[config.mk]
export PLATFORM = sky130hd
export DESIGN_NAME = pipelined_addsub_flat
export DESIGN_NICKNAME = d
export VERILOG_FILES = /design/src/rtl/pipelined_addsub_if.sv /design/src/rtl/pipelined_addsub.sv /design/src/flat_wrapper.sv
export SDC_FILE = /design/constraint.sdc
export NUM_CORES = 1
export LEC_CHECK = 0
export BUFFER_PORTS_ARGS = -buffer_cell sky130_fd_sc_hd__buf_4
export CAP_MARGIN = 15
export CELL_PAD_IN_SITES_DETAIL_PLACEMENT = 0
export CELL_PAD_IN_SITES_GLOBAL_PLACEMENT = 2
export CORE_MARGIN = 3
export CORE_UTILIZATION = 30
export DETAILED_ROUTE_END_ITERATION = 10
export PLACE_DENSITY_LB_ADDON = 0.1
export SLEW_MARGIN = 20
export SYNTH_ARGS = -nofsm -noshare
export SYNTH_HDL_FRONTEND = slang
export SYNTH_SLANG_ARGS = --single-unit
[constraint.sdc]
create_clock -name clk -period 2.4 [get_ports clk]
set_input_delay 0.12 -clock clk [delete_from_list [all_inputs] [get_ports clk]]
set_output_delay 0.12 -clock clk [all_outputs]
set_load 0.01 [all_outputs]
[src/rtl/pipelined_addsub_if.sv]
// Operand/result handshake bundle for pipelined_addsub.
// The master drives operands and consumes results; the slave is the adder.
interface pipelined_addsub_if #(
  parameter int WIDTH = 8
);
  logic [WIDTH-1:0] i1;
  logic [WIDTH-1:0] i2;
  logic             sub;
  logic             in_valid;
  logic             in_ready;
  logic [WIDTH-1:0] out;
  logic             carry_out;
  logic             overflow;
  logic             out_valid;
  logic             out_ready;

  modport master (
    output i1, i2, sub, in_valid, out_ready,
    input  in_ready, out, carry_out, overflow, out_valid
  );

  modport slave (
    input  i1, i2, sub, in_valid, out_ready,
    output in_ready, out, carry_out, overflow, out_valid
  );
endinterface

[src/rtl/pipelined_addsub.sv]
// Pipelined WIDTH-bit adder/subtractor, carry chain cut into STAGES equal chunks.
// Define PIPELINED_ADDSUB_SAT_EN to saturate the result on signed overflow.
module pipelined_addsub #(
  parameter int WIDTH  = 8,
  parameter int STAGES = 2
) (
  input  logic              clk,
  input  logic              rst,
  pipelined_addsub_if.slave bus
);
  localparam int CHUNK = (STAGES > 0) ? WIDTH / STAGES : 1;

  if (WIDTH < 1 || STAGES < 1 || STAGES > WIDTH || (WIDTH % STAGES) != 0) begin : g_bad_param
    $error("pipelined_addsub: illegal WIDTH/STAGES combination");
  end

  logic             adv;
  logic [WIDTH-1:0] b_in;

  // The whole pipe advances together whenever the output slot can be refilled.
  assign adv          = !bus.out_valid || bus.out_ready;
  assign bus.in_ready = adv;
  assign b_in         = bus.i2 ^ {WIDTH{bus.sub}};

  genvar gi;
  for (gi = 0; gi < STAGES; gi++) begin : g_stage
    localparam int SRC_W  = WIDTH - gi * CHUNK;
    localparam int DONE_W = (gi + 1) * CHUNK;
    localparam int REM_W  = SRC_W - CHUNK;

    logic              valid_reg;
    logic              carry_reg;
    logic              a_msb_reg;
    logic              b_msb_reg;
    logic [DONE_W-1:0] res_reg;

    logic              src_valid;
    logic              src_carry;
    logic              src_a_msb;
    logic              src_b_msb;
    logic [SRC_W-1:0]  src_a;
    logic [SRC_W-1:0]  src_b;
    logic [DONE_W-1:0] res_next;
    logic [CHUNK:0]    chunk_sum;

    // Low CHUNK bits of the still-unprocessed operands are this stage's slice.
    assign chunk_sum = {1'b0, src_a[CHUNK-1:0]} + {1'b0, src_b[CHUNK-1:0]}
                     + {{CHUNK{1'b0}}, src_carry};

    if (gi == 0) begin : g_src
      assign src_valid = bus.in_valid;
      assign src_carry = bus.sub;
      assign src_a_msb = bus.i1[WIDTH-1];
      assign src_b_msb = b_in[WIDTH-1];
      assign src_a     = bus.i1;
      assign src_b     = b_in;
      assign res_next  = chunk_sum[CHUNK-1:0];
    end else begin : g_src
      assign src_valid = g_stage[gi-1].valid_reg;
      assign src_carry = g_stage[gi-1].carry_reg;
      assign src_a_msb = g_stage[gi-1].a_msb_reg;
      assign src_b_msb = g_stage[gi-1].b_msb_reg;
      assign src_a     = g_stage[gi-1].g_rem.a_rem_reg;
      assign src_b     = g_stage[gi-1].g_rem.b_rem_reg;
      assign res_next  = {chunk_sum[CHUNK-1:0], g_stage[gi-1].res_reg};
    end

    always_ff @(posedge clk) begin
      if (rst) begin
        valid_reg <= 1'b0;
        carry_reg <= 1'b0;
        a_msb_reg <= 1'b0;
        b_msb_reg <= 1'b0;
        res_reg   <= '0;
      end else if (adv) begin
        valid_reg <= src_valid;
        if (src_valid) begin
          carry_reg <= chunk_sum[CHUNK];
          a_msb_reg <= src_a_msb;
          b_msb_reg <= src_b_msb;
          res_reg   <= res_next;
        end
      end
    end

    // Operand bits above this chunk ride along until their own stage.
    if (REM_W > 0) begin : g_rem
      logic [REM_W-1:0] a_rem_reg;
      logic [REM_W-1:0] b_rem_reg;

      always_ff @(posedge clk) begin
        if (rst) begin
          a_rem_reg <= '0;
          b_rem_reg <= '0;
        end else if (adv && src_valid) begin
          a_rem_reg <= src_a[SRC_W-1:CHUNK];
          b_rem_reg <= src_b[SRC_W-1:CHUNK];
        end
      end
    end
  end

  logic [WIDTH-1:0] res;
  logic             a_msb;
  logic             ovf;

  assign res   = g_stage[STAGES-1].res_reg;
  assign a_msb = g_stage[STAGES-1].a_msb_reg;
  // Same-signed operands producing a result of the other sign.
  assign ovf   = (a_msb == g_stage[STAGES-1].b_msb_reg) && (res[WIDTH-1] != a_msb);

  assign bus.out_valid = g_stage[STAGES-1].valid_reg;
  assign bus.carry_out = g_stage[STAGES-1].carry_reg;
  assign bus.overflow  = ovf;

`ifdef PIPELINED_ADDSUB_SAT_EN
  localparam logic [WIDTH-1:0] MSB_ONLY = WIDTH'(1) << (WIDTH - 1);
  // Positive overflow clamps to 0111.., negative to 1000..
  assign bus.out = ovf ? ({WIDTH{~a_msb}} ^ MSB_ONLY) : res;
`else
  assign bus.out = res;
`endif
endmodule

[src/flat_wrapper.sv]
// flat-port wrapper written by rule: the top's interface ports become plain ports
module pipelined_addsub_flat 
#(
  parameter int WIDTH  = 8,
  parameter int STAGES = 2
)
  (clk, rst, bus_i1, bus_i2, bus_sub, bus_in_valid, bus_out_ready, bus_in_ready, bus_out, bus_carry_out, bus_overflow, bus_out_valid);
  pipelined_addsub_if #(.WIDTH(WIDTH)) bus_i ();
  input  logic clk;
  input  logic rst;
  input wire logic [$bits(bus_i.i1)-1:0] bus_i1;
  input wire logic [$bits(bus_i.i2)-1:0] bus_i2;
  input wire logic [$bits(bus_i.sub)-1:0] bus_sub;
  input wire logic [$bits(bus_i.in_valid)-1:0] bus_in_valid;
  input wire logic [$bits(bus_i.out_ready)-1:0] bus_out_ready;
  output wire logic [$bits(bus_i.in_ready)-1:0] bus_in_ready;
  output wire logic [$bits(bus_i.out)-1:0] bus_out;
  output wire logic [$bits(bus_i.carry_out)-1:0] bus_carry_out;
  output wire logic [$bits(bus_i.overflow)-1:0] bus_overflow;
  output wire logic [$bits(bus_i.out_valid)-1:0] bus_out_valid;
  assign bus_i.i1 = bus_i1;
  assign bus_i.i2 = bus_i2;
  assign bus_i.sub = bus_sub;
  assign bus_i.in_valid = bus_in_valid;
  assign bus_i.out_ready = bus_out_ready;
  assign bus_in_ready = bus_i.in_ready;
  assign bus_out = bus_i.out;
  assign bus_carry_out = bus_i.carry_out;
  assign bus_overflow = bus_i.overflow;
  assign bus_out_valid = bus_i.out_valid;
  pipelined_addsub #(.WIDTH(WIDTH), .STAGES(STAGES)) u_core (.clk(clk), .rst(rst), .bus(bus_i));
endmodule
# Word level (Yosys, flattened, before mapping)
# Index checks and enable logic that the tools add are counted.
# W data, S select, Z words.
[word_totals] inputBits=21 reg_bits=28 word_cells=25 out_inout_bits=12
[classes] addsub=4 reduce_logical=6 bitwise_logic=1 n_eq_ne=2
[ops] operator="$add A4 B4 Y5" n=2
[ops] operator="$add A5 B1 Y5" n=2
[ops] operator="$xor A8 B8 Y8" n=1
[ops] operator="$reduce_and A2 Y1" n=2
[ops] operator="$logic_and A1 B1 Y1" n=2
[ops] operator="$eq A1 B1 Y1" n=1
[ops] operator="$logic_not A1 Y1" n=1
[ops] operator="$logic_or A1 B1 Y1" n=1
[ops] operator="$ne A1 B1 Y1" n=1

# Depth between registers and ports, before layout
# Gate-level depths: netlist (run 1).
[logic_depth] ltp_word=3 depth_mapped=7 depth_no_buf=6

# Worst setup path before layout (run 1)
# OpenSTA, ideal clock, no wires.
[synth_path] kind="register to register" startpoint="reg u_core.g_stage[0].g_rem.b_rem_reg[0]" endpoint="reg u_core.g_stage[1].carry_reg, in the netlist u_core.bus.carry_out" n_path_buf=0 synth_period_minus_slack_ns=1.731 setup_time_ns=0.122 path_stages_with_launch=6 t_required_ns=2.278 arrival_ns=1.609 setup_slack_ns=0.669 cell_sequence="dfxtp_1 -> fa_1 -> fa_1 -> a21o_1 -> a211oi_1 -> nor3_1"
[synth_via] elab_chain_cells=2
[synth_rtl] item="from (decl)" line="pipelined_addsub.sv:89" source="logic [REM_W-1:0] b_rem_reg;"
[synth_rtl] item="from (signal assigned)" line="pipelined_addsub.sv:97" source="b_rem_reg <= src_b[SRC_W-1:CHUNK];"
[synth_rtl] item="$add A4 B4 Y5" line="pipelined_addsub.sv:47" source="assign chunk_sum = {1'b0, src_a[CHUNK-1:0]} + {1'b0, src_b[CHUNK-1:0]}"
[synth_rtl] item="$add A5 B1 Y5" line="pipelined_addsub.sv:48" source="+ {{CHUNK{1'b0}}, src_carry};"
[synth_rtl] item="to (signal assigned)" line="pipelined_addsub.sv:78" source="carry_reg <= chunk_sum[CHUNK];"
[synth_rtl] item="to (decl)" line="pipelined_addsub.sv:32" source="logic carry_reg;"
# Every way passes these cells.
# A chain may end at the register's enable or synchronous reset.

# Worst setup path after layout (run 1)
# Same ends and word-level chain as after synthesis.

==> flow_summary.yaml, run 1 <==
min_path:
  hold_path_class: "in -> reg"
  hold_startpoint: "bus_i1[5]"
floorplan:
  floorplan.initialDensity_pct: 32.7
  fp.dieW_um: 70.8
  die_height_um: 70.8
  ioPinCount: 33
  rows: 22
  floorplan.core_area_um2: 3850
  design.die.area_um2: 5010
synthesis:
  netlist_instances: 140
  postSynth.topFlopCell: "dfxtp_1"
  synth_compound_area_share_pct: 16.8
  xor_xnor_fraction_of_synth_area_pct: 6.96
  yosys_register_bits: 26
  synth-simple-area-share_pct: 18.7
  yosysUniqueCellTypes: 27
  combinational_family_with_the_most_area_after_synthesis: "simple AND/OR/NAND/NOR gates"
  post_synth_instance_area_um2: 1260
  synth_edf_count: 0
  synth.yosys.warnings: 0
  synth_seq_area_share_pct: 41.4
  syn_nets: 170
  synth_adder_area_share_pct: 10.7
  synth.avg_cell_area_um2: 8.99
  asyncSetResetFlopFracSynth_pct: 0
  muxShareOfSynthArea_pct: 1.19
sta:
  final_max_slew_viol_count: 0
  fin_setup_tns_ns: 0
  timing_hold_violations_final: 0
  final.min_clock_period_ns: 1.82
  finalSetupViolations: 0
  fmaxAchievable_ghz: 0.551
  max-slew-margin-rel_pct: 58.6
  finalCritPeriodShare_pct: 75.6
  setup_repair_after_global_routing_missed_its_margin: "no"
  worst_clock_skew_ns: 0.00131
  timing_worst_slew_pin_value_ns: 0.621
critical_path:
  startpoint_type: "register"
  timing.critical_path.arrival_ns: 1.96
  timing.critical_path.to_type: "register"
  crit_type: "reg -> reg"
  rr_startpoint: "u_core.g_stage[0].g_rem.b_rem_reg[0]$_SDFFE_PP0P_"
  cp-startpoint: "u_core.g_stage[0].g_rem.b_rem_reg[0]$_SDFFE_PP0P_"
  worst-path-max-fanout: 2
  critical_path_required_time_ns: 2.55
finish:
  final_layout_size_suffix_gt1_share_pct: 23.5
  n_fill_cell: 425
  multi_input_area_um2: 684
  n_antenna_cell: 0
  sequential_cell_area_um2: 520
  area.growth.synth_to_final_pct: 23.5
  largest_reg_flops: 8
  design.final.nets: 198
global_route:
  grtUsageTotal_pct: 11.5
  grt_overflow_total: 0
  first_global_vias: 1045
  grt_start_max_net_pins: 29
  grt_pass1_wl_mm: 4.69
  grt_antenna_before_repair: 0
detailed_routing:
  detail_route.wl_per_cell_um: 12.2
  vias: 986
  firstDrtPassIters: 4
  drt_drc_violations_left: 0
  drt-initial-drc-count: 42
  route.final.wire_length_mm: 2.62
  final_antenna_net_count: 0
  via_per_inst: 4.61
power:
  netSwitchingFraction_pct: 26.7
  p_per_area_nw_per_um2: 588
  combPwrFrac_pct: 20.6
  irDropWorstVdd_mv: 0.194
  p_clk_share_pct: 26.6
  totalPowerFinal_uw: 914
  seq_power_share_pct: 52.8
  p_int_uw: 669
  netSwitchingPower_uw: 244
  p_leak_nw: 0.666
job:
  max_cap_violations: 0
clocking:
  htree_num_levels: 1
  cts-resized-gates: 0
  clock_sink_count: 26
  cts.reportedPaths.clkPinSlew_ns: 0.09
  ctsHoldBuffers: 0
  clock_tree.buffer_depth: 2
  clock_insertion_delay_worst_skew_ns: 0.26
  cts_root_buf: "clkbuf_8"
  cts-buffers-inserted: 3
  cts_tree: "built"
  postCtsSetupRepairBufs: 0
place:
  number_of_i_o_port_buffers: 32
  gpl.final_weighted_congestion: 0.715
  dp_hpwl_mm: 2.02
run_status:
  status: "finished, final reports clean"
-- layer usage --
metal	up-vias	track usage (%)	wire, um
met1	429	16.2	1360
met5	-	0	0
met2	24	17.7	1100
li1	531	-	-
met3	2	2.41	134
met4	0	3.76	19
-- placed cells by master (no fill, tap or decap), types with 3 or more instances in the layout --
master / count
dfxtp_1: 26
fa_1: 3
a21oi_1: 16
clkbuf_8: 3
xor2_1: 3
a211oi_1: 9
nand2_1: 29
buf_4: 32
nor2_1: 10
ha_1: 6
xnor2_1: 7
a21o_1: 4
-- cell usage after synthesis (3+ instances only) --
library cell,n,area (um2)
a211oi_1,9,67.6
a21o_1,4,30.0
a21oi_1,16,80.1
buf_2,4,20.0
clkbuf_1,4,15.0
dfxtp_1,26,521
fa_1,3,60.1
ha_1,6,75.1
nand2_1,29,109
nor2_1,10,37.5
xnor2_1,7,61.3
xor2_1,3,26.3
-- power by group through the flow --
stage / Clock, mW / Sequential [mW] / Combinational (mW)
3_5_place_dp: 0 / 0.493 / 0.191
6_report: 0.243 / 0.482 / 0.188
3_3_place_gp: 0 / 0.492 / 0.190
4_1_cts: 0.252 / 0.483 / 0.192
5_1_grt: 0.268 / 0.488 / 0.217
2_1_floorplan: 0 / 0.492 / 0.124
-- final cells by class --
class | count | share of cell area (%)
timing repair buffer | 32 | 15.5
clock buffer | 3 | 2.66
inverter | 2 | 0.483
tap | 48 | 3.86
sequential | 26 | 33.5
multi-input combinational | 103 | 44.0
-- cells by family after synthesis --
kind of cell / Yosys count
buffers and inverters: 11
flip-flops: 26
AND/OR/NAND/NOR: 50
adder cells (fa/ha/maj): 9
XOR/XNOR: 10
AO/OA/AOI/OAI: 33
multiplexers: 1
-- worst paths after layout --
path | endpoint | slack (ns) | depth (start not counted)
max | u_core.bus.carry_out$_SDFFE_PP0P_ | 0.58 | 5
min | u_core.g_stage[0].g_rem.a_rem_reg[1]$_SDFFE_PP0P_ | 0.09 | 3
max reg2reg | u_core.bus.carry_out$_SDFFE_PP0P_ | 0.58 | 5
min reg2reg | u_core.bus.out[2]$_SDFFE_PP0P_ | 0.46 | 2
-- metrics by stage --
stage	area (um2)	utilization [%]	worst slack (ns)	hold WS, ns	cells
detailed placement	1510	39.3	0.584	0.376	211
CTS	1550	40.3	0.574	0.0875	214
global placement	1510	39.3	0.613	0.367	211
floorplan	1260	-	0.669	0.256	140
global route	1550	40.3	0.457	0.0965	214
finish	1550	40.3	0.585	0.0928	214
-- critical path, stage by stage (launching register included) --
cell and delay [ns]:
dfxtp_1 0.34, fa_1 0.46, fa_1 0.41, a21o_1 0.19, a211oi_1 0.22, nor3_1 0.07
No activity file was read; power rests on OpenSTA's default activity.
==> inputs of run 2 (changes only) <==
Settings changed: ABC_AREA from default to 1, CORE_UTILIZATION 30 to 29.
Clock period 2.4 ns to 1.86 ns, I/O delays scaled along.
==> run 2 against run 1 <==
Net effect: synthesized cell count increased by 12%; sequential share of layout area decreased by 1.2 points; global-route usage increased by 0.67 points; register-to-register slack got worse by 0.32 ns; die area increased by 4.6%; sequential power increased by 30%; combinational power increased by 47%; largest cell class unchanged; clock power increased by 95%; via count increased by 13%; clock skew about the same; non-clock buffer count unchanged; critical endpoint unchanged.
==> flow_summary.yaml, run 2 <==
run_status:
  status: "finished, final reports clean"
floorplan:
  ioPinCount: 33
  floorplan.core_area_um2: 4120
  design.die.area_um2: 5240
  fp.dieW_um: 72.4
  rows: 23
  die_height_um: 72.4
  floorplan.initialDensity_pct: 31.0
finish:
  design.final.nets: 219
  area.growth.synth_to_final_pct: 26.2
  n_antenna_cell: 0
  multi_input_area_um2: 666
  finish.utilization_pct: 39.2
  layout.cells.most_common_list: "32 x buf_4, 28 x nor2_1, 26 x dfxtp_1"
  final_cell_count_no_fill: 238
  final_layout_size_suffix_gt1_share_pct: 21.8
  largest_reg_flops: 8
  layout_commonest_cell: "buf_4"
  n_fill_cell: 433
  sequential_cell_area_um2: 520
critical_path:
  timing.critical_path.arrival_ns: 1.77
  worst-path-max-fanout: 2
  critical_path_required_time_ns: 2.03
  timing.critical_path.to_type: "register"
  crit_type: "reg -> reg"
  startpoint_type: "register"
sta:
  final.min_clock_period_ns: 1.59
  worst_clock_skew_ns: 0.00156
  max-slew-margin-rel_pct: 61.5
  timing_worst_slew_pin_value_ns: 0.576
  hold_slack_ns: 0.0261
  setup_repair_after_global_routing_missed_its_margin: "no"
  finalSetupViolations: 0
  fmaxAchievable_ghz: 0.627
  finalCritPeriodShare_pct: 85.7
  timing_hold_violations_final: 0
  final_max_slew_viol_count: 0
  fin_setup_tns_ns: 0
global_route:
  grtUsageTotal_pct: 12.2
  grt_overflow_total: 0
  grt_antenna_before_repair: 0
  grt_start_max_net_pins: 22
  first_global_vias: 1102
  grt_pass1_wl_mm: 5.00
synthesis:
  postSynth.topFlopCell: "dfxtp_1"
  synth.yosys.warnings: 0
  yosysUniqueCellTypes: 21
  post_synth_instance_area_um2: 1280
  yosys_register_bits: 26
  synth_top_area_cell: "dfxtp_1"
  ranking_of_synthesized_cells_by_area: "dfxtp_1 41%, nor2_1 8.2%, a21oi_1 7.4%, o21ai_0 7.1%, ha_1 5.9%"
  synth_top_cells_by_count: "28 x nor2_1, 26 x dfxtp_1, 19 x a21oi_1, 18 x o21ai_0, 14 x nand2_1"
  synth.avg_cell_area_um2: 8.14
  synth_edf_count: 0
  synth_seq_area_share_pct: 40.7
  netlist_instances: 157
  asyncSetResetFlopFracSynth_pct: 0
  top_count_cell_post_synth: "nor2_1"
  syn_nets: 187
  netlist.area_leader.share_pct: 40.7
detailed_routing:
  detail_route.wl_per_cell_um: 12.1
  drt-initial-drc-count: 38
  final_antenna_net_count: 0
  via_per_inst: 4.67
  firstDrtPassIters: 4
  drt_drc_violations_left: 0
  route.final.wire_length_mm: 2.89
  vias: 1112
clocking:
  ctsHoldBuffers: 0
  htree_num_levels: 1
  clock_sink_count: 26
  postCtsSetupRepairBufs: 0
  cts.reportedPaths.clkPinSlew_ns: 0.09
  clock_insertion_delay_worst_skew_ns: 0.27
  clock_tree.buffer_depth: 2
  cts_tree: "built"
  cts-resized-gates: 0
  cts-buffers-inserted: 3
  cts_root_buf: "clkbuf_8"
power:
  totalPowerFinal_mw: 1.38
  irDropWorstVdd_mv: 0.281
  p_leak_nw: 0.758
  p_per_area_nw_per_um2: 856
min_path:
  hold_path_class: "in -> reg"
place:
  gpl.final_weighted_congestion: 0.739
  dp_hpwl_mm: 2.16
  dp_cells: 234
  number_of_i_o_port_buffers: 32
job:
  max_cap_violations: 0
==> run 2: cell count changes in the layout (fill, tap and decap cells not counted), sizes merged, moves of 7 or more <==
cell    change
a211oi      -9
inv        +12
nand2      -16
nand3       +7
nor2       +21
o21ai      +20
==> run 2: final cells by class <==
| class | count | area share, % |
|---|---|---|
| Timing Repair Buffer | 32 | 14.9 |
| Inverter | 14 | 3.26 |
| Tap cell | 50 | 3.88 |
| Clock inverter | 1 | 1.86 |
| Sequential cell | 26 | 32.3 |
| Clock buffer | 3 | 2.56 |
| Multi-Input combinational cell | 112 | 41.3 |
==> run 2: kinds of logic (layout without fill, tap and decap cells) <==
family | count (synthesis) | after routing | share of synthesized area (%)
AOI/OAI and AO/OA | 41 | 41 | 16.5
adders and majority gates | 9 | 9 | 10.6
and+or+nand+nor | 53 | 53 | 18.9
buffers and inverters | 19 | 50 | 7.15
DFF | 26 | 26 | 40.7
xor gates and xnor gates | 9 | 9 | 6.17
==> run 2: path summary, 6_finish.rpt <==
kind,cells past startpoint,from,end,slack [ns]
hold reg to reg,2,u_core.bus.carry_out$_SDFFE_PP0P_,u_core.bus.carry_out$_SDFFE_PP0P_,0.47
setup reg to reg,6,u_core.g_stage[0].g_rem.b_rem_reg[0]$_SDFFE_PP0P_,u_core.bus.carry_out$_SDFFE_PP0P_,0.27
setup / recovery,6,u_core.g_stage[0].g_rem.b_rem_reg[0]$_SDFFE_PP0P_,u_core.bus.carry_out$_SDFFE_PP0P_,0.27
hold / removal,2,rst,u_core.bus.out_valid$_SDFFE_PP0N_,0.03
==> run 2: metal layers <==
metal  global-route usage, %  vias to the layer above  part of all wire, %
met3                    1.39                        2                  3.7
met1                    15.1                      516                   46
met5                       0                        -                    0
li1                        -                      575                    -
met4                    5.53                        0                  1.1
met2                    21.2                       19                   50
==> run 2: through the flow <==
step                      setup WS (ns)  area, um2
after floorplan                   0.360       1280
after global placement            0.297       1540
after detailed placement          0.293       1540
after CTS                         0.273       1610
after global routing              0.176       1610
final                             0.266       1610
==> run 2: where the power goes <==
part | leakage (nW) | internal, mW | switching [mW]
clock network | 0.0357 | 0.288 | 0.187
logic | 0.508 | 0.130 | 0.147
registers | 0.215 | 0.601 | 0.0266
total | 0.758 | 1.02 | 0.361
==> run 2: critical path, stage by stage (launching register included) <==
cell     delay [ns]
dfxtp_1        0.34
fa_1           0.47
fa_1           0.42
nand3_1        0.10
nand2_1        0.05
nand2_1        0.05
a21oi_1        0.06
==> inputs of run 3 (changes only) <==
Settings changed: PLACE_DENSITY_LB_ADDON 0.1 to 0.12.
==> run 3 against run 2 <==
Net effect: non-clock buffer count unchanged; global-route usage shrank 0.31 points; maximum frequency grew 0.40%; routed wire length rose by 3.0%; utilization is 0.40 points lower; final cell count unchanged; first-iteration DRC count is 32% lower; sequential share of layout area up 0.33 points; clock skew hardly changed; clock power fell by 23%; total power shrank 8.1%; cell area down 1.0%.
==> flow_summary.yaml, run 3 (synthesis results as in run 2) <==
place:
  dp_cells: 234
  gpl.final_weighted_congestion: 0.761
  number_of_i_o_port_buffers: 32
  dp_hpwl_mm: 2.28
min_path:
  hold_path_class: "in -> reg"
power:
  p_per_area_nw_per_um2: 795
  p_int_uw: 920
  combPwrFrac_pct: 21.7
  netSwitchingFraction_pct: 27.5
  p_clk_share_pct: 28.7
  p_leak_nw: 0.751
  netSwitchingPower_uw: 349
  irDropWorstVdd_mv: 0.271
  seq_power_share_pct: 49.6
floorplan:
  ioPinCount: 33
  fp.dieW_um: 72.4
  floorplan.core_area_um2: 4120
  floorplan.initialDensity_pct: 31.0
  die_height_um: 72.4
  design.die.area_um2: 5240
  rows: 23
detailed_routing:
  firstDrtPassIters: 4
  drt_drc_violations_left: 0
  via_per_inst: 4.66
  vias: 1108
  drt-initial-drc-count: 26
  final_antenna_net_count: 0
  detail_route.wl_per_cell_um: 12.5
  route.final.wire_length_mm: 2.97
job:
  max_cap_violations: 0
finish:
  layout.cells.most_common_list: "32 x buf_4, 28 x nor2_1, 26 x dfxtp_1"
  largest_reg_flops: 8
  area.growth.synth_to_final_pct: 25.0
  final_layout_size_suffix_gt1_share_pct: 21.8
  layout_commonest_cell: "buf_4"
  n_antenna_cell: 0
  design.final.nets: 219
  final_cell_count_no_fill: 238
global_route:
  grt_overflow_total: 0
  grtUsageTotal_pct: 11.9
  grt_antenna_before_repair: 0
  grt_start_max_net_pins: 22
  grt_pass1_wl_mm: 4.87
  first_global_vias: 1068
sta:
  final.min_clock_period_ns: 1.59
  worst_clock_skew_ns: 0.00146
  setup_repair_after_global_routing_missed_its_margin: "no"
  fin_setup_tns_ns: 0
  finalCritPeriodShare_pct: 85.4
  finalSetupViolations: 0
  fmaxAchievable_ghz: 0.630
  timing_worst_slew_pin_value_ns: 0.556
  final_max_slew_viol_count: 0
  timing_hold_violations_final: 0
  max-slew-margin-rel_pct: 62.9
run_status:
  status: "finished, final reports clean"
critical_path:
  cpPeakStageDelay_ns: 0.47
  timing.critical_path.arrival_ns: 1.76
  worst-r2r-setup-slack_ns: 0.27
  worst-path-max-fanout: 2
  timing.critical_path.cells: "fa_1 -> fa_1 -> nand3_1 -> nand2_1 -> nand2_1 -> a21oi_1"
  startpoint_type: "register"
  timing.critical_path.max_delay_family: "adder cells"
  timing.critical_path.to_type: "register"
  critical_path_required_time_ns: 2.03
  crit_type: "reg -> reg"
  path_buf_inv: 0
  slowest_stage: "fa_1"
clocking:
  ctsHoldBuffers: 0
  clock_sink_count: 26
  cts_root_buf: "clkbuf_8"
  postCtsSetupRepairBufs: 0
  cts_tree: "built"
  clock_tree.buffer_depth: 2
  htree_num_levels: 1
  cts-buffers-inserted: 3
  clock_insertion_delay_worst_skew_ns: 0.27
  cts.reportedPaths.clkPinSlew_ns: 0.09
  cts-resized-gates: 0
[run 3: worst paths after layout]
check / startpoint / endpoint / cells past startpoint
setup / recovery: u_core.g_stage[0].g_rem.b_rem_reg[0]$_SDFFE_PP0P_ / u_core.bus.carry_out$_SDFFE_PP0P_ / 6
hold / removal: rst / u_core.g_stage[0].carry_reg$_SDFFE_PP0P_ / 2
hold reg to reg: u_core.g_stage[0].valid_reg$_SDFFE_PP0N_ / u_core.g_stage[0].valid_reg$_SDFFE_PP0N_ / 2
setup reg to reg: u_core.g_stage[0].g_rem.b_rem_reg[0]$_SDFFE_PP0P_ / u_core.bus.carry_out$_SDFFE_PP0P_ / 6
[run 3: power groups by stage]
stage,clock network (mW),logic [mW],registers [mW]
floorplan,0,0.174,0.643
global placement,0,0.279,0.640
detailed placement,0,0.280,0.643
CTS,0.384,0.283,0.630
global route,0.400,0.314,0.636
finish,0.364,0.276,0.629
[run 3: per-layer routing]
layer	wire length [um]	vias up	share of wire, %	global-route usage (%)
li1	-	572	-	-
met1	1320	509	45	14.2
met2	1480	25	50	21.0
met3	148	2	5.0	1.94
met4	23	0	0.77	4.92
met5	0	-	0	0
[run 3: area by class of cell]
| cell class | instances | area (um2) |
|---|---|---|
| Fill cell | 454 | 2520 |
| Timing Repair Buffer | 32 | 240 |
| Sequential cell | 26 | 520 |
| Inverter | 14 | 52.6 |
| Clock buffer | 4 | 55.1 |
| Multi-Input combinational cell | 112 | 666 |
| Tap cell | 50 | 62.6 |
[run 3: through the flow]
| step | util, % | power [mW] | hold WS (ns) | setup WS (ns) | area, um2 |
|---|---|---|---|---|---|
| 4_1_cts | 38.8 | 1.30 | 0.0198 | 0.271 | 1600 |
| 6_report | 38.8 | 1.27 | 0.0322 | 0.272 | 1600 |
| 2_1_floorplan | - | 0.816 | 0.162 | 0.360 | 1280 |
| 5_1_grt | 38.8 | 1.35 | 0.0269 | 0.214 | 1600 |
| 3_3_place_gp | 37.5 | 0.919 | 0.315 | 0.309 | 1540 |
| 3_5_place_dp | 37.5 | 0.923 | 0.317 | 0.292 | 1540 |
[run 3: worst register-to-register path, cell delays in order (launching register included)]
cell and delay [ns]:
dfxtp_1 0.34, fa_1 0.47, fa_1 0.42, nand3_1 0.10
nand2_1 0.05, nand2_1 0.06, a21oi_1 0.06
